`src/rtl/image_pkg.sv`:
```
// image_pkg: constants, types and helpers shared by the binary-image stages
// (edge detector, thinner, corner_finder).
//   X_W / Y_W / ADDR_W : coordinate and pixel-address widths
//   DEF_WIDTH / DEF_HEIGHT : default frame size
//   pack_addr()        : {y, x} frame-memory address packing
package image_pkg;

  localparam int unsigned X_W        = 10;
  localparam int unsigned Y_W        = 9;
  localparam int unsigned ADDR_W     = 19;
  localparam int unsigned DEF_WIDTH  = 640;
  localparam int unsigned DEF_HEIGHT = 480;
  // Diagonal projections x+y and x-y+HEIGHT need one bit more than x.
  localparam int unsigned S_W        = 11;
  localparam int unsigned CNT_W      = 19;

  typedef enum logic [1:0] {
    ST_IDLE  = 2'd0,
    ST_SCAN  = 2'd1,
    ST_DRAIN = 2'd2
  } scan_state_e;

  typedef struct packed {
    logic [X_W-1:0] x;
    logic [Y_W-1:0] y;
  } coord_t;

  // Coordinate tag that travels alongside an outstanding memory read.
  typedef struct packed {
    logic           valid;
    logic [X_W-1:0] x;
    logic [Y_W-1:0] y;
  } pix_tag_t;

  function automatic logic [ADDR_W-1:0] pack_addr(input logic [X_W-1:0] x,
                                                  input logic [Y_W-1:0] y);
    return {y, x};
  endfunction

endpackage

```
`src/rtl/raster_scan_counter.sv`:
```
// raster_scan_counter: x/y raster position for a frame scan, x fastest.
//   clk_i, rst_ni : clock, asynchronous active-low reset
//   clear_i       : return to (0,0); has priority over advance_i
//   advance_i     : step to the next pixel in raster order
//   x_o, y_o      : current position
//   last_o        : current position is (WIDTH-1, HEIGHT-1)
module raster_scan_counter
  import image_pkg::*;
#(
  parameter int unsigned WIDTH  = DEF_WIDTH,
  parameter int unsigned HEIGHT = DEF_HEIGHT
) (
  input  logic           clk_i,
  input  logic           rst_ni,
  input  logic           clear_i,
  input  logic           advance_i,
  output logic [X_W-1:0] x_o,
  output logic [Y_W-1:0] y_o,
  output logic           last_o
);

  localparam logic [X_W-1:0] X_MAX = X_W'(WIDTH - 1);
  localparam logic [Y_W-1:0] Y_MAX = Y_W'(HEIGHT - 1);

  logic [X_W-1:0] x_q, x_d;
  logic [Y_W-1:0] y_q, y_d;
  logic           x_last_s;

  assign x_last_s = (x_q == X_MAX);
  assign last_o   = x_last_s && (y_q == Y_MAX);
  assign x_o      = x_q;
  assign y_o      = y_q;

  // Next position: clear, wrap x into the next line, step x, or hold.
  always_comb begin
    if (clear_i) begin
      x_d = {X_W{1'b0}};
      y_d = {Y_W{1'b0}};
    end else if (advance_i && x_last_s) begin
      x_d = {X_W{1'b0}};
      y_d = (y_q == Y_MAX) ? {Y_W{1'b0}} : y_q + Y_W'(1);
    end else if (advance_i) begin
      x_d = x_q + X_W'(1);
      y_d = y_q;
    end else begin
      x_d = x_q;
      y_d = y_q;
    end
  end

  // Position registers.
  always_ff @(posedge clk_i or negedge rst_ni) begin
    if (!rst_ni) begin
      x_q <= {X_W{1'b0}};
      y_q <= {Y_W{1'b0}};
    end else begin
      x_q <= x_d;
      y_q <= y_d;
    end
  end

endmodule

```
`src/rtl/corner_finder.sv`:
```
// corner_finder: raster-scans a 1-bit image in frame memory and reports the
// four extreme set pixels (by diagonal projection) plus the set-pixel count.
//   clk, reset (async active-low), start : control
//   busy, done                           : scan in progress / one-cycle completion
//   read_addr, read_data                 : frame memory read port ({y,x}; bit 0 = pixel)
//   tl/tr/bl/br _x/_y                    : corner estimate, updated only at done
//   pixel_count, found                   : set-pixel count (saturating), any pixel set
module corner_finder
  import image_pkg::*;
#(
  parameter int unsigned WIDTH        = DEF_WIDTH,
  parameter int unsigned HEIGHT       = DEF_HEIGHT,
  parameter int unsigned READ_LATENCY = 2
) (
  input  logic              clk,
  input  logic              reset,
  input  logic              start,
  output logic              busy,
  output logic              done,
  output logic [ADDR_W-1:0] read_addr,
  input  logic [35:0]       read_data,
  output logic [X_W-1:0]    tl_x,
  output logic [Y_W-1:0]    tl_y,
  output logic [X_W-1:0]    tr_x,
  output logic [Y_W-1:0]    tr_y,
  output logic [X_W-1:0]    bl_x,
  output logic [Y_W-1:0]    bl_y,
  output logic [X_W-1:0]    br_x,
  output logic [Y_W-1:0]    br_y,
  output logic [CNT_W-1:0]  pixel_count,
  output logic              found
);

  function automatic logic [S_W-1:0] diag_sum(input coord_t c);
    return S_W'(c.x) + S_W'(c.y);
  endfunction

  // Offset by HEIGHT so the anti-diagonal projection is never negative.
  function automatic logic [S_W-1:0] diag_diff(input coord_t c);
    return S_W'(c.x) - S_W'(c.y) + S_W'(HEIGHT);
  endfunction

  scan_state_e state_q, state_d;

  logic [X_W-1:0] scan_x_s;
  logic [Y_W-1:0] scan_y_s;
  logic           scan_last_s;
  logic           scan_adv_s;

  pix_tag_t [READ_LATENCY-1:0] pipe_q, pipe_d;
  pix_tag_t       head_s;
  coord_t         cur_s;
  logic [S_W-1:0] cur_sum_s, cur_diff_s;
  logic           upstream_busy_s, pipe_busy_s, drain_last_s, hit_s;

  coord_t           acc_tl_q, acc_tl_d, acc_tr_q, acc_tr_d;
  coord_t           acc_bl_q, acc_bl_d, acc_br_q, acc_br_d;
  logic [CNT_W-1:0] acc_cnt_q, acc_cnt_d, cnt_inc_s;
  logic             acc_found_q, acc_found_d;

  coord_t           out_tl_q, out_tr_q, out_bl_q, out_br_q;
  logic [CNT_W-1:0] out_cnt_q;
  logic             out_found_q, busy_q, done_q;

  logic unused_data_s;
  assign unused_data_s = ^read_data[35:1];

  raster_scan_counter #(
    .WIDTH  (WIDTH),
    .HEIGHT (HEIGHT)
  ) u_scan (
    .clk_i     (clk),
    .rst_ni    (reset),
    .clear_i   (start),
    .advance_i (scan_adv_s),
    .x_o       (scan_x_s),
    .y_o       (scan_y_s),
    .last_o    (scan_last_s)
  );

  assign read_addr = pack_addr(scan_x_s, scan_y_s);

  // FSM state register.
  always_ff @(posedge clk or negedge reset) begin
    if (!reset) begin
      state_q <= ST_IDLE;
    end else begin
      state_q <= state_d;
    end
  end

  // FSM next state; start from any state (re)starts the scan.
  always_comb begin
    state_d = state_q;
    case (state_q)
      ST_IDLE:  state_d = start ? ST_SCAN : ST_IDLE;
      ST_SCAN:  state_d = (start || !scan_last_s) ? ST_SCAN : ST_DRAIN;
      ST_DRAIN: state_d = start ? ST_SCAN : (pipe_busy_s ? ST_DRAIN : ST_IDLE);
      default:  state_d = ST_IDLE;
    endcase
  end

  // FSM outputs; drain_last_s marks the edge that retires the final read.
  always_comb begin
    scan_adv_s   = (state_q == ST_SCAN) && !scan_last_s && !start;
    drain_last_s = (state_q == ST_DRAIN) && head_s.valid && !upstream_busy_s && !start;
  end

  // Tag pipe occupancy; upstream excludes the head stage.
  always_comb begin
    upstream_busy_s = 1'b0;
    for (int i = 0; i < int'(READ_LATENCY) - 1; i++) begin
      upstream_busy_s = upstream_busy_s | pipe_q[i].valid;
    end
    pipe_busy_s = upstream_busy_s | pipe_q[READ_LATENCY-1].valid;
  end

  // Tag pipe shift; the head stage lines up with read_data of the same pixel.
  always_comb begin
    pipe_d[0].valid = (state_q == ST_SCAN);
    pipe_d[0].x     = scan_x_s;
    pipe_d[0].y     = scan_y_s;
    for (int i = 1; i < int'(READ_LATENCY); i++) begin
      pipe_d[i] = pipe_q[i-1];
    end
    // A restart flushes reads belonging to the abandoned scan.
    for (int i = 0; i < int'(READ_LATENCY); i++) begin
      pipe_d[i].valid = pipe_d[i].valid & ~start;
    end
  end

  // Returned pixel and its projections.
  always_comb begin
    head_s     = pipe_q[READ_LATENCY-1];
    cur_s.x    = head_s.x;
    cur_s.y    = head_s.y;
    cur_sum_s  = diag_sum(cur_s);
    cur_diff_s = diag_diff(cur_s);
    hit_s      = head_s.valid & read_data[0];
    cnt_inc_s  = (&acc_cnt_q) ? acc_cnt_q : acc_cnt_q + CNT_W'(1);
  end

  // Accumulator update; strict compares keep the earliest pixel on ties.
  always_comb begin
    acc_tl_d    = acc_tl_q;
    acc_tr_d    = acc_tr_q;
    acc_bl_d    = acc_bl_q;
    acc_br_d    = acc_br_q;
    acc_cnt_d   = acc_cnt_q;
    acc_found_d = acc_found_q;
    if (start) begin
      acc_tl_d    = '{x: {X_W{1'b0}}, y: {Y_W{1'b0}}};
      acc_tr_d    = '{x: {X_W{1'b0}}, y: {Y_W{1'b0}}};
      acc_bl_d    = '{x: {X_W{1'b0}}, y: {Y_W{1'b0}}};
      acc_br_d    = '{x: {X_W{1'b0}}, y: {Y_W{1'b0}}};
      acc_cnt_d   = {CNT_W{1'b0}};
      acc_found_d = 1'b0;
    end else if (hit_s && !acc_found_q) begin
      acc_tl_d    = cur_s;
      acc_tr_d    = cur_s;
      acc_bl_d    = cur_s;
      acc_br_d    = cur_s;
      acc_cnt_d   = cnt_inc_s;
      acc_found_d = 1'b1;
    end else if (hit_s) begin
      acc_tl_d  = (cur_sum_s  < diag_sum(acc_tl_q))  ? cur_s : acc_tl_q;
      acc_br_d  = (cur_sum_s  > diag_sum(acc_br_q))  ? cur_s : acc_br_q;
      acc_tr_d  = (cur_diff_s > diag_diff(acc_tr_q)) ? cur_s : acc_tr_q;
      acc_bl_d  = (cur_diff_s < diag_diff(acc_bl_q)) ? cur_s : acc_bl_q;
      acc_cnt_d = cnt_inc_s;
    end else begin
      acc_found_d = acc_found_q;
    end
  end

  // Tag pipe and accumulator registers.
  always_ff @(posedge clk or negedge reset) begin
    if (!reset) begin
      pipe_q      <= '0;
      acc_tl_q    <= '0;
      acc_tr_q    <= '0;
      acc_bl_q    <= '0;
      acc_br_q    <= '0;
      acc_cnt_q   <= {CNT_W{1'b0}};
      acc_found_q <= 1'b0;
    end else begin
      pipe_q      <= pipe_d;
      acc_tl_q    <= acc_tl_d;
      acc_tr_q    <= acc_tr_d;
      acc_bl_q    <= acc_bl_d;
      acc_br_q    <= acc_br_d;
      acc_cnt_q   <= acc_cnt_d;
      acc_found_q <= acc_found_d;
    end
  end

  // Result registers: loaded with the final accumulator value as done rises.
  always_ff @(posedge clk or negedge reset) begin
    if (!reset) begin
      out_tl_q    <= '0;
      out_tr_q    <= '0;
      out_bl_q    <= '0;
      out_br_q    <= '0;
      out_cnt_q   <= {CNT_W{1'b0}};
      out_found_q <= 1'b0;
      busy_q      <= 1'b0;
      done_q      <= 1'b0;
    end else begin
      busy_q <= (state_d != ST_IDLE);
      done_q <= drain_last_s;
      if (drain_last_s) begin
        out_tl_q    <= acc_tl_d;
        out_tr_q    <= acc_tr_d;
        out_bl_q    <= acc_bl_d;
        out_br_q    <= acc_br_d;
        out_cnt_q   <= acc_cnt_d;
        out_found_q <= acc_found_d;
      end else begin
        out_found_q <= out_found_q;
      end
    end
  end

  assign busy        = busy_q;
  assign done        = done_q;
  assign tl_x        = out_tl_q.x;
  assign tl_y        = out_tl_q.y;
  assign tr_x        = out_tr_q.x;
  assign tr_y        = out_tr_q.y;
  assign bl_x        = out_bl_q.x;
  assign bl_y        = out_bl_q.y;
  assign br_x        = out_br_q.x;
  assign br_y        = out_br_q.y;
  assign pixel_count = out_cnt_q;
  assign found       = out_found_q;

endmodule

```
`config.mk`:
```
export PLATFORM = sky130hd
export DESIGN_NAME = corner_finder
export DESIGN_NICKNAME = d
export VERILOG_FILES = /design/src/rtl/image_pkg.sv /design/src/rtl/raster_scan_counter.sv /design/src/rtl/corner_finder.sv
export SDC_FILE = /design/constraint.sdc
export NUM_CORES = 1
export LEC_CHECK = 0
export ABC_AREA = 1
export CAP_MARGIN = 20
export CORE_UTILIZATION = 55
export CTS_BUF_LIST = sky130_fd_sc_hd__clkbuf_8 sky130_fd_sc_hd__clkbuf_16
export CTS_CLUSTER_DIAMETER = 200
export DETAILED_ROUTE_END_ITERATION = 10
export MAX_ROUTING_LAYER = met4
export PLACE_DENSITY = 0.79
export REMOVE_ABC_BUFFERS = 1
export SYNTH_ARGS = -nofsm -noshare
export SYNTH_HDL_FRONTEND = slang
export SYNTH_SLANG_ARGS = --single-unit
```
`constraint.sdc`:
```
create_clock -name clk -period 4.2 [get_ports clk]
set_input_delay 0.42 -clock clk [delete_from_list [all_inputs] [get_ports clk]]
set_output_delay 0.42 -clock clk [all_outputs]
set_load 0.005 [all_outputs]
```
==> impl_metrics.json, run 1 <==
{
  "clk_latency_ns": 0.54,
  "multi_input_area_um2": 7200,
  "mostFrequentLayoutCells": "nand2_1, dfrtp_1, inv_1",
  "crit-reg2reg-launch": "cur_s[1]",
  "filler_cell_count": 2176,
  "violations": "DRC, hold timing",
  "seq_area_frac_synth": 0.428,
  "synth-seq-cells": 255,
  "worst_path_max_delay_cell": "dfrtp_1",
  "vias": 12257,
  "synth_ff_type": "dfrtp_1",
  "antenna_cells": 0,
  "syn_inst": 1782,
  "instances_no_fill": 2233,
  "fmax_mhz": 261,
  "critical_path_class": "register to register",
  "core_region_area_um2": 26300,
  "final_common_cell": "nand2_1",
  "post-cts-setup-buffers": 0,
  "yosys_warnings": 0,
  "cts-htree-levels": 1,
  "start_util": 0.567,
  "critPathCaptureType": "register",
  "p_leak_uw": 0.00918,
  "die-area_um2": 27800,
  "clock-root-buffer": "clkbuf_16",
  "path_max_fanout": 19,
  "antenna_found_initial": 0,
  "seqCellArea_um2": 6380,
  "drc": 8,
  "cts_resized": 0,
  "dp_cells": 2184,
  "port_buffers": 120,
  "viasPerCell": 5.49,
  "core.rowCount": 59,
  "ctsLongestPathBuffers": 3,
  "drive_gt1_frac": 0.0659,
  "hold_ws_ns": -0.0277,
  "crit_required_ns": 4.62,
  "netlist-cell-type-count": 47,
  "fin_util": 0.657,
  "die_y_um": 167,
  "die_w_um": 167,
  "cap_violations": 0,
  "met1_usage": 0.372,
  "critPathLaunch": "cur_s[1]",
  "ir_worst_vdd_mv": 0.356,
  "cts_tree": "yes",
  "place.gp.congestion": 0.925,
  "path_cells": "inv_1 > ha_1 > ha_1 > fa_1 > nand3_1 > nand3_1 > a21oi_1 > nor2_1 > nor2_1 > xor2_1 > inv_1 > ha_1 > nand2_1 > nor2_1 > nand2_1 > inv_1 > nand2_1 > nand3_1 > nand2_1 > nand2_2 > nand2_1 > and3_1",
  "nets": 2049,
  "grt_use_met3": 0.0387,
  "io_pins": 156,
  "cts.hold.buffers_added": 0,
  "use_met2": 0.445,
  "place_hpwl_mm": 26.0,
  "totalWireLength_mm": 36.8,
  "firstDrtPassIters": 11,
  "powerDensity_nw_per_um2": 530,
  "syn-mean-instance-area_um2": 8.36,
  "setup_viol_count_final": 0,
  "rsz0062_at_grt": "false",
  "crit_path_frequent_cell": "nand2_1",
  "cts.sinks": 255,
  "fin_skew_ns": 0.0134,
  "arrival_ns": 4.25,
  "cts_buffers": 27,
  "grt_pass1_vias": 11885,
  "grt.busiest_layer": "met2",
  "slew_viol_final": 0,
  "synthArstFlopShare": 1.00,
  "min_period_ns": 3.83,
  "holdCritPathClass": "input pin to async pin",
  "grtUsageTotal": 0.281,
  "worst_pin_slew_ns": 1.02,
  "drt_iter0_drc": 881,
  "syn-cell-area_um2": 14900,
  "grt_pass1_wl_mm": 60.9,
  "gr-total-overflow": 0,
  "critPathLaunchType": "register",
  "grt_max_degree": 120,
  "status": "complete, but fails checks",
  "area_growth_pct": 15.8,
  "clk_pin_slew_ns": 0.06,
  "synth-edff-count": 0,
  "slew_headroom": 0.323,
  "finalCritPeriodShare": 0.911,
  "timing.final.hold_violations": 37,
  "wl_per_cell_um": 16.5,
  "critPathMaxStageDelay_ns": 0.42,
  "postRouteAntennaNets": 0
}
synthesized netlist by cell type (all sizes together) (8+ instances only):
cell type  number  area, um^2
nand4         100         632
nand3         149         781
nor3           11        55.1
a21oi          65         329
nand2         450        1750
nor2           84         399
inv           229         862
o21bai          8        60.1
xnor2          13         114
buf            61         373
dfrtp         255        6380
xor2           55         482
clkbuf         22        82.6
ha            126        1580
o21ai          40         211
and3           76         475
sequential cells by signal (all words and copies together) (netlist names), 2 cells and up:
signal / flops
acc_br_q: 19
acc_bl_q: 19
u_scan.y_o: 9
tl_y: 9
cur_s: 19
state_q: 2
tr_x: 10
acc_tl_q: 19
pipe_d: 19
tl_x: 10
pixel_count: 19
br_x: 10
acc_tr_q: 19
bl_y: 9
bl_x: 10
acc_cnt_q: 19
br_y: 9
tr_y: 9
u_scan.x_o: 10
layout make-up:
| type | count | share of cell area |
|---|---|---|
| repair buffers | 150 | 0.0844 |
| flip-flops and latches | 255 | 0.370 |
| well taps | 335 | 0.0243 |
| clock inverters | 17 | 0.0106 |
| clock buffers | 32 | 0.0431 |
| multi-input cells | 1213 | 0.417 |
| inverters | 231 | 0.0505 |
path summary, 6_finish.rpt:
path	to	slack [ns]	cells past startpoint
worst max-delay path	acc_tr_q[3]	0.37	22
worst min-delay path	bl_x[2]	-0.03	1
worst max register to register	acc_tr_q[3]	0.37	22
worst min register to register	cur_s[15]	0.35	0
max in group asynchronous	acc_br_q[6]	3.27	2
min in group clk	cur_s[15]	0.35	0
kinds of logic (layout without fill, tap and decap cells):
kind of cell	Yosys count	count (layout)	share of synthesized area
AOI/OAI and AO/OA	136	136	0.0511
xor gates and xnor gates	68	68	0.0400
adders and majority gates	132	132	0.114
buffers and inverters	314	430	0.0890
DFF	255	255	0.428
and+or+nand+nor	877	877	0.278
where the power goes:
| part | switching (uW) | internal, uW | total [uW] |
|---|---|---|---|
| Combinational | 2340 | 1530 | 3870 |
| Sequential | 136 | 2660 | 2800 |
| Clock | 983 | 1500 | 2480 |
worst max-delay path: cells and delay by family, from the launching register on:
kind	cells	cell delay (ns)
and+or+nand+nor	13	1.49
adders and majority gates	4	1.26
DFF	1	0.42
buffers and inverters	3	0.23
AOI/OAI and AO/OA	1	0.16
xor gates and xnor gates	1	0.15
per-stage QoR:
stage / power [uW] / area, um^2 / TNS, ns / setup WS [ns]
after floorplan: 5730 / 14400 / -10.72 / -0.182
after global placement: 6490 / 16300 / 0 / 0.522
after detailed placement: 6660 / 16300 / 0 / 0.426
after CTS: 9170 / 17300 / 0 / 0.404
after global routing: 9920 / 17300 / 0 / 0.0880
final: 9150 / 17300 / 0 / 0.373
metal layers:
layer,up-vias,wire (um)
li1,6027,-
met1,5812,16400
met2,345,17000
met3,73,2250
met4,0,1230
met5,-,0
Note: power is estimated with default switching activity, not from simulation.
==> inputs of run 2 (changes only) <==
Settings changed: ABC_AREA 1 to unset, PLACE_DENSITY 0.79 to 0.8.
==> run 2 against run 1 <==
Effect of this change: the flow now finishes without violations; worst hold slack better by 0.32 ns; synthesized cell count down 26%; sequential share of layout area up 1.9 points; first-iteration DRC count down 39%; clock-buffer cell count up 4; register-to-register slack worse by 0.32 ns; critical path type unchanged.
==> impl_metrics.json, run 2 <==
{
  "clkPwrFrac": 0.450,
  "synthTopCellsByArea": "dfrtp_1, ha_1, mux2i_1, nor2_1, o21ai_0",
  "firstDrtPassIters": 4,
  "syn-cell-area_um2": 13400,
  "hold_ws_ns": 0.290,
  "switchingPower_uw": 1180,
  "mostFrequentLayoutCells": "dfrtp_1, nor2_1, nand2_1",
  "cap_violations": 0,
  "worst_pin_slew_ns": 1.05,
  "synthSimpleGateAreaFrac": 0.132,
  "min_period_ns": 4.15,
  "cts.sinks": 255,
  "worstHoldStart": "start",
  "place_hpwl_mm": 21.2,
  "yosys_warnings": 0,
  "synth_most_common_cell": "dfrtp_1",
  "drive_gt1_frac": 0.113,
  "critPathCaptureType": "register",
  "status": "complete, no violations",
  "grt.busiest_layer": "met2",
  "synthArstFlopShare": 1.00,
  "crit_required_ns": 4.56,
  "timing.final.hold_violations": 0,
  "die_y_um": 158,
  "synth.top_cell.area_share": 0.477,
  "place.gp.congestion": 0.932,
  "seqPwrFrac": 0.480,
  "rr_worst_depth": 18,
  "path_max_fanout": 8,
  "gr-total-overflow": 0,
  "final_common_cell": "dfrtp_1",
  "antenna_cells": 0,
  "die_w_um": 158,
  "p_total_uw": 5180,
  "fin_skew_ns": 0.0111,
  "p_comb_frac": 0.070,
  "drc": 0,
  "cts_tree": "yes",
  "ir_worst_vdd_mv": 0.284,
  "cts-htree-levels": 1,
  "synth_top_family_by_area": "simple AND/OR/NAND/NOR gates",
  "clk_latency_ns": 0.53,
  "tns_ns": 0,
  "drt_iter0_drc": 538,
  "slew_viol_final": 0,
  "antenna_found_initial": 0,
  "vias": 9954,
  "synth_fa_ha_area_frac": 0.127,
  "holdCritPathClass": "input pin to register",
  "netlist-cell-type-count": 59,
  "rsz0062_at_grt": "true",
  "syn_inst": 1315,
  "die-area_um2": 24900,
  "p_leak_uw": 0.00773,
  "fmax_mhz": 241,
  "setup_ws_ns": 0.0509,
  "wl_per_cell_um": 17.1,
  "port_buffers": 120,
  "grt_pass1_vias": 9889,
  "critical_path_class": "register to register",
  "p_int_uw": 3990,
  "start_util": 0.564,
  "regToRegEndpoint": "acc_tr_q[14]",
  "arrival_ns": 4.51,
  "synth_compound_area_frac": 0.108,
  "io_pins": 156,
  "synth-seq-cells": 255,
  "area_growth_pct": 22.9,
  "synth-edff-count": 0,
  "clock-root-buffer": "clkbuf_16",
  "core.rowCount": 56,
  "ctsLongestPathBuffers": 3,
  "nets": 1618,
  "seq_area_frac_synth": 0.477,
  "clk_pin_slew_ns": 0.07,
  "core_region_area_um2": 23700,
  "cts_buffers": 26,
  "finalCritPeriodShare": 0.988,
  "grt_max_degree": 119,
  "finalInstanceArea_um2": 16400,
  "yosys-top-cells-count": "dfrtp_1, nor2_1, ha_1",
  "post_dp_cell_area_um2": 15000,
  "swShare": 0.229,
  "grt_pass1_wl_mm": 48.6,
  "powerDensity_nw_per_um2": 315,
  "crit-reg2reg-launch": "acc_tr_q[10]",
  "pre_cts_ws_ns": 0.0303,
  "viasPerCell": 5.59,
  "synth_ff_type": "dfrtp_1",
  "synthXorXnorAreaFrac": 0.0426,
  "reg2reg_slack_ns": 0.05,
  "critPathLaunchType": "register",
  "postRouteAntennaNets": 0,
  "synthMuxAreaShare": 0.0619,
  "min_path_cells": 2,
  "syn-mean-instance-area_um2": 10.2,
  "met1_usage": 0.337,
  "use_met2": 0.420,
  "grtUsageTotal": 0.254,
  "whs_endpoint": "acc_cnt_q[0]",
  "totalWireLength_mm": 30.4,
  "slew_headroom": 0.301,
  "setup_viol_count_final": 0,
  "synth_top_area_cell": "dfrtp_1",
  "grt_use_met3": 0.0290
}
-- run 2: area by class of cell --
| type | instances | area [um^2] |
|---|---|---|
| fillers | 1755 | 7260 |
| multi-input cells | 914 | 6760 |
| flip-flops and latches | 255 | 6380 |
| repair buffers | 169 | 1700 |
| clock buffers | 36 | 800 |
| well taps | 319 | 399 |
| inverters | 81 | 304 |
| clock inverters | 8 | 81.3 |
-- run 2: worst max-delay path, cell delays in order, from the launching register on --
cell,delay [ns]
dfrtp_1,0.40
ha_1,0.28
ha_1,0.19
inv_1,0.07
fa_1,0.41
nor2b_1,0.15
o21ai_1,0.09
a21boi_1,0.19
o21ai_1,0.12
a21oi_1,0.19
xnor2_1,0.10
ha_1,0.33
o21ai_2,0.07
o21ai_2,0.21
nand2b_4,0.16
nor3b_4,0.41
clkbuf_16,0.29
mux2i_4,0.25
nor2_1,0.08
-- run 2: how the worst max path moves through the flow --
stage                              end  cells past startpoint    startpoint  slack, ns
after CTS                      tr_x[3]                     18     cur_s[14]      0.003
after detailed placement       tr_x[7]                     18      cur_s[2]       0.03
after global routing           tr_y[5]                     18      cur_s[9]      -0.17
after global placement         tr_y[5]                     18      cur_s[1]       0.13
final                     acc_tr_q[14]                     18  acc_tr_q[10]       0.05
after floorplan                bl_x[0]                     14      cur_s[1]      -1.28
-- run 2: kinds of logic (layout without fill, tap and decap cells) --
| logic type | after synthesis | count (layout) |
|---|---|---|
| AOI/OAI and AO/OA | 248 | 248 |
| xor gates and xnor gates | 65 | 65 |
| adders and majority gates | 132 | 132 |
| buffers and inverters | 146 | 294 |
| DFF | 255 | 255 |
| muxes | 82 | 82 |
| and+or+nand+nor | 387 | 387 |
-- run 2: per-layer routing --
layer / part of all wire / wire, um / vias up
li1: - / - / 4733
met1: 0.44 / 13200 / 4917
met2: 0.49 / 14900 / 256
met3: 0.054 / 1640 / 48
met4: 0.021 / 640 / 0
met5: 0 / 0 / -
-- run 2: power groups by stage --
stage	registers (uW)	logic, uW	clock network (uW)
detailed placement	2530	319	0
global placement	2530	310	0
floorplan	2530	163	0
CTS	2480	323	2370
global route	2480	408	2460
finish	2480	364	2330
-- run 2: metrics by stage --
stage,cells,util
floorplan,1250,-
global placement,1727,0.634
detailed placement,1727,0.634
CTS,1772,0.671
global route,1782,0.694
finish,1782,0.694
-- run 2: repair_timing --
| item | 4_1_cts | 5_1_grt |
|---|---|---|
| hold endpoints to repair | 73 | 0 |
| hold buffers | 1 | 0 |
| gates resized for setup | 0 | 87 |
| setup endpoints to repair | 0 | 152 |
| setup buffers | 0 | 8 |
==> patch 1: new RTL, flow settings as in run 2 <==
Put a register stage on the output `tl_y`, cleared by the reset. The value now appears one clock later. The other outputs are not delayed to match.
--- a/src/rtl/corner_finder.sv
+++ b/src/rtl/corner_finder.sv
@@ -224,7 +224,13 @@
   assign busy        = busy_q;
   assign done        = done_q;
   assign tl_x        = out_tl_q.x;
-  assign tl_y        = out_tl_q.y;
+  always_ff @(posedge clk or negedge reset) begin
+    if (!reset) begin
+      tl_y <= '0;
+    end else begin
+      tl_y <= out_tl_q.y;
+    end
+  end
   assign tr_x        = out_tr_q.x;
   assign tr_y        = out_tr_q.y;
   assign bl_x        = out_bl_q.x;
Function: no difference found for any inputs over 10 cycles, from zero or initial values and one cycle with reset low; that may be too few to reach the edited logic, so the function may still have changed.
==> patch 1 against run 2 <==
  * Count of clock-buffer cells in the layout is 6 lower
  * Clock power increased by 2%
  * Total power rose by 3.5%
  * Synthesized area up 2.6%
  * Worst setup slack better by 0.036 ns
  * Wire length rose by 1.4%
  * Largest cell class unchanged
  * First-iteration DRC count rose by 11%
  * Synthesized cell count grew 2.1%
  * Sequential cell count increased by 9
  * Core utilization is 1.5 points lower
  * Die area increased by 2.6%
  * Worst hold slack worse by 0.26 ns
  * Cell area is 0.83% higher
  * Global-route usage is 0.52 points lower
  * Highest routed layer unchanged
==> patch 1: results (changes against run 2) <==
power share of the combinational group 0.077 (was 0.070); reg-to-reg slack, setup 0.09 ns (was 0.05 ns); vias per inst 5.56 (was 5.59); Synth Flop Type dfrtp_1 (unchanged); Worst VDD drop 0.260 mV (was 0.284 mV); deepest clock path buffer count 3 (unchanged); area share of the leading cell type in the synthesized netlist 0.482 (was 0.477); Initial DRC Count 599 (was 538); vias in the first global route 9973 (was 9889); first-pass GRT wire length 50000 um (was 48600 um); sw frac 0.233 (was 0.229); Crit. Startpoint acc_br_q[0] (was acc_tr_q[10]); DP Worst Slack 0.0480 ns (was 0.0303 ns); pin count of the biggest net entering global routing 139 (was 119); CP max stage delay 0.43 ns (was 0.41 ns); ranking of synthesized cells by area dfrtp_1, ha_1, mux2i_1 (unchanged); CP top delay family compound AO/OA/AOI/OAI gates (was adder cells); R2R cell count 16 (was 18); FMAX 243 MHz (was 241 MHz); total track usage 0.249 (was 0.254); Int Pwr 4.11 mW (was 3.99 mW); Clock power frac 0.443 (was 0.450); slowest CP cell o41ai_2 (was fa_1); worst hold path class in -> async (was in -> reg); CP Capture Type flop (unchanged); clock latency on the worst-skew pair 0.55 ns (was 0.53 ns); Worst Path Max Fanout 12 (was 8); post-cts sizing count 1 (was 0); register area share after synthesis 0.482 (was 0.477); arrival time worst endpoint 4.49 ns (was 4.51 ns); R2R Path End br_y[4] (was acc_tr_q[14]); hpwl dp 21200 um (about the same); Clock Skews 0.0189 ns (was 0.0111 ns); port bufs 120 (unchanged); worst slew pin tran 1.01 ns (was 1.05 ns); RR Startpoint acc_br_q[0] (was acc_tr_q[10]); layout cells sized above 1 0.107 (was 0.113); post-synthesis cell type count 62 (was 59); wire length per cell after detailed routing 17.2 um (was 17.1 um); Synth top cells by count dfrtp_1, nor2_1, nand2_1, ha_1, o21ai_0 (was dfrtp_1, nor2_1, ha_1, nand2_1, o21ai_0); P_leak 7.52 nW (was 7.73 nW); global placement routability congestion 0.942 (was 0.932); first drt pass iteration count 5 (was 4); outcome finished, final reports clean (unchanged); fin nets 1625 (was 1618)
==> patch 1: cell count changes after synthesis, moves of 10 or more <==
cell,delta
nor3_1,+11
o31ai_1,-10
a21oi_1,-33
nand2b_1,-12
nand2_1,+11
buf_4,+11
==> patch 1: routing by layer <==
| metal | GRT usage | share of wire | vias to the layer above | routed length [um] |
|---|---|---|---|---|
| met4 | 0.0645 | 0.026 | 0 | 796 |
| li1 | - | - | 4787 | - |
| met2 | 0.408 | 0.48 | 297 | 14900 |
| met5 | - | 0 | - | 0 |
| met1 | 0.328 | 0.43 | 4841 | 13300 |
| met3 | 0.0345 | 0.060 | 69 | 1860 |
==> patch 1: final cells by class <==
cell class	count	area (um^2)
Fill cell	1819	7830
Multi-Input combinational cell	923	6730
Sequential cell	264	6610
Timing Repair Buffer	159	1630
Clock buffer	30	706
Tap cell	324	405
Inverter	80	300
Clock inverter	18	179
==> patch 1: logic make-up (layout without fill, tap and decap cells) <==
| kind of cell | after synthesis | in the layout | synth area share |
|---|---|---|---|
| AND/OR/NAND/NOR | 417 | 417 | 0.139 |
| flip-flops | 264 | 264 | 0.482 |
| AO/OA/AOI/OAI | 223 | 223 | 0.0970 |
| buffers and inverters | 156 | 287 | 0.0550 |
| adder cells (fa/ha/maj) | 132 | 132 | 0.124 |
| multiplexers | 80 | 80 | 0.0584 |
| XOR/XNOR | 71 | 71 | 0.0453 |
==> patch 1: stage by stage <==
step	hold WS [ns]	std cells	TNS, ns	util	instance area (um^2)
floorplan	0.124	1267	-88.37	-	13300
global placement	0.334	1745	0	0.624	15200
detailed placement	0.335	1745	0	0.624	15200
CTS	0.0615	1793	0	0.661	16100
global route	0.112	1798	-1.55	0.679	16600
finish	0.0262	1798	0	0.679	16600
==> patch 2: new RTL, config.mk and constraints of run 2 <==
Without the edit above. `READ_LATENCY`: 2 -> 4.
--- a/src/rtl/corner_finder.sv
+++ b/src/rtl/corner_finder.sv
@@ -10,7 +10,7 @@
 #(
   parameter int unsigned WIDTH        = DEF_WIDTH,
   parameter int unsigned HEIGHT       = DEF_HEIGHT,
-  parameter int unsigned READ_LATENCY = 2
+  parameter int unsigned READ_LATENCY = 4
 ) (
   input  logic              clk,
   input  logic              reset,
Behaviour: no difference found for any inputs over 10 cycles, from zero or initial values and one cycle with reset low; that may be too few to reach the edited logic, so the function may still have changed.
==> patch 2 against run 2 <==
  * The flow now finishes with violations (hold timing)
  * Die area up 7.6%
  * Sequential power rose by 16%
  * Count of clock-buffer cells in the layout down 1
  * Non-clock buffer count increased by 1
  * Critical path depth stayed put
  * Worst hold slack got worse by 0.34 ns
  * Cell area increased by 6.9%
  * Worst setup slack got worse by 0.012 ns
  * Wire length rose by 7.9%
  * Sequential cell count is 40 higher
  * Via count rose by 4.5%
  * Synthesized area rose by 7.7%
  * Total power is 13% higher
  * Critical path type unchanged
==> patch 2: results (changes against run 2) <==
adder-cell share of the synthesized area 0.118 (was 0.127); worst hold path class in -> async (was in -> reg); XOR/XNOR share of the synthesized area 0.0426 (about the same); Max-slew headroom 0.319 (was 0.301); Synth Flop Type dfrtp_1 (unchanged); CTS root buf clkbuf_16 (unchanged); total CTS buffers 30 (was 26); initial antenna violation count 0 (unchanged); clock latency on the worst-skew pair 0.56 ns (was 0.53 ns); Min Hold Slack -0.0470 ns (was 0.290 ns); pin count of the biggest net entering global routing 192 (was 119); post-synthesis cell type count 58 (was 59); part of the power in registers 0.492 (was 0.480); Synth top cells by count dfrtp_1, nor2_1, nand2_1, ha_1, o21ai_0 (was dfrtp_1, nor2_1, ha_1, nand2_1, o21ai_0); Placement Cell Area 0.0161 mm^2 (was 0.0150 mm^2); Vias 10400 (was 9954); Cells after Synth 1378 (was 1315); max reg flops between 50 and 60; yosys warns 0 (unchanged); first-pass GRT wire length 52000 um (was 48600 um); P_leak 8.10 nW (was 7.73 nW); Setup Fix Bufs, Post-CTS 1 (was 0); Placed Instances 1799 (was 1727); final hold vios 40 (was 0); P&R area growth vs syn 22.0% (was 22.9%); fillers 1853 (was 1755); Compound-Gate Fraction of Synth Area 0.0923 (was 0.108); DRT antenna net count 0 (unchanged); deepest clock path buffer count 3 (unchanged); post-cts sizing count 10 (was 0); wire length per cell after detailed routing 17.6 um (was 17.1 um); Worst VDD drop 0.356 mV (was 0.284 mV); Slew Viols, Final 0 (unchanged); Clock transition at path regs 0.07 ns (about the same); failing checks hold timing; total track usage 0.252 (was 0.254); Int Pwr 4.51 mW (was 3.99 mW); total grt overflow 0 (unchanged); register area share after synthesis 0.513 (was 0.477); Max H-tree Level 1 (unchanged); fin nets 1685 (was 1618); Clock Skews 0.0176 ns (was 0.0111 ns); ranking of synthesized cells by area dfrtp_1, ha_1, mux2i_1 (unchanged); vias in the first global route 10300 (was 9889); hpwl dp 21900 um (was 21200 um); Initial DRC Count 924 (was 538); Power Clock 2.66 mW (was 2.33 mW); DP Worst Slack -0.0421 ns (was 0.0303 ns); aggregate routed wire length 32800 um (was 30400 um); layout cells sized above 1 0.113 (about the same); first drt pass iteration count 7 (was 4); arrival time worst endpoint 4.55 ns (was 4.51 ns); Worst Path Max Fanout 5 (was 8); post-synthesis mux area share 0.0571 (was 0.0619); global placement routability congestion 0.868 (was 0.932); Psw 1.32 mW (was 1.18 mW); outcome complete, but fails checks (was finished, final reports clean)
patch 2: changes by cell type after synthesis, moves of 5 or more:
cell	before	now
a21oi_1	60	32
o31ai_1	13	8
nor2_1	152	167
o21ai_0	104	120
nand2b_1	19	10
a211oi_1	6	11
buf_6	6	0
dfrtp_1	255	295
o21ai_1	13	1
nand2_1	123	138
nor3_1	8	24
patch 2: final cells by class:
type                       count  share of cell area
multi-input combinational    933               0.382
tap                          330              0.0235
clock buffer                  35              0.0473
timing repair buffer         170              0.0995
clock inverter                19             0.00969
inverter                      84              0.0180
sequential                   295               0.420
patch 2: final timing paths:
path / end / from / cells after the start / slack (ns)
hold / removal: acc_tr_q[2] / reset / 1 / -0.05
min in group clk: u_scan.x_o[1] / start / 2 / 0.18
setup / recovery: tl_x[3] / acc_tl_q[0] / 18 / 0.04
max in group asynchronous: pipe_d[73] / reset / 2 / 3.19
hold reg to reg: cur_s[1] / pipe_d[61] / 0 / 0.34
setup reg to reg: tl_x[3] / acc_tl_q[0] / 18 / 0.04
patch 2: per-layer routing:
metal / vias to the layer above / part of all wire / global-route usage / routed length [um]
met5: - / 0 / - / 0
met1: 5093 / 0.43 / 0.328 / 14000
met3: 60 / 0.055 / 0.0386 / 1790
met2: 285 / 0.50 / 0.416 / 16300
met4: 0 / 0.023 / 0.0610 / 761
li1: 4959 / - / - / -
patch 2: worst max-delay path, stage by stage (launching register included):
cell and delay (ns):
dfrtp_1 0.41, ha_1 0.25, fa_1 0.40, a21o_1 0.20, a21oi_2 0.20, o21ai_2 0.11, o41ai_1 0.26, buf_4 0.17
nor2b_1 0.04, o21ai_0 0.18, ha_1 0.29, o21ai_0 0.09, nor2_1 0.11, o21a_1 0.15, a311oi_4 0.33, buf_6 0.17
clkbuf_4 0.20, mux2i_1 0.28, o21ai_0 0.15
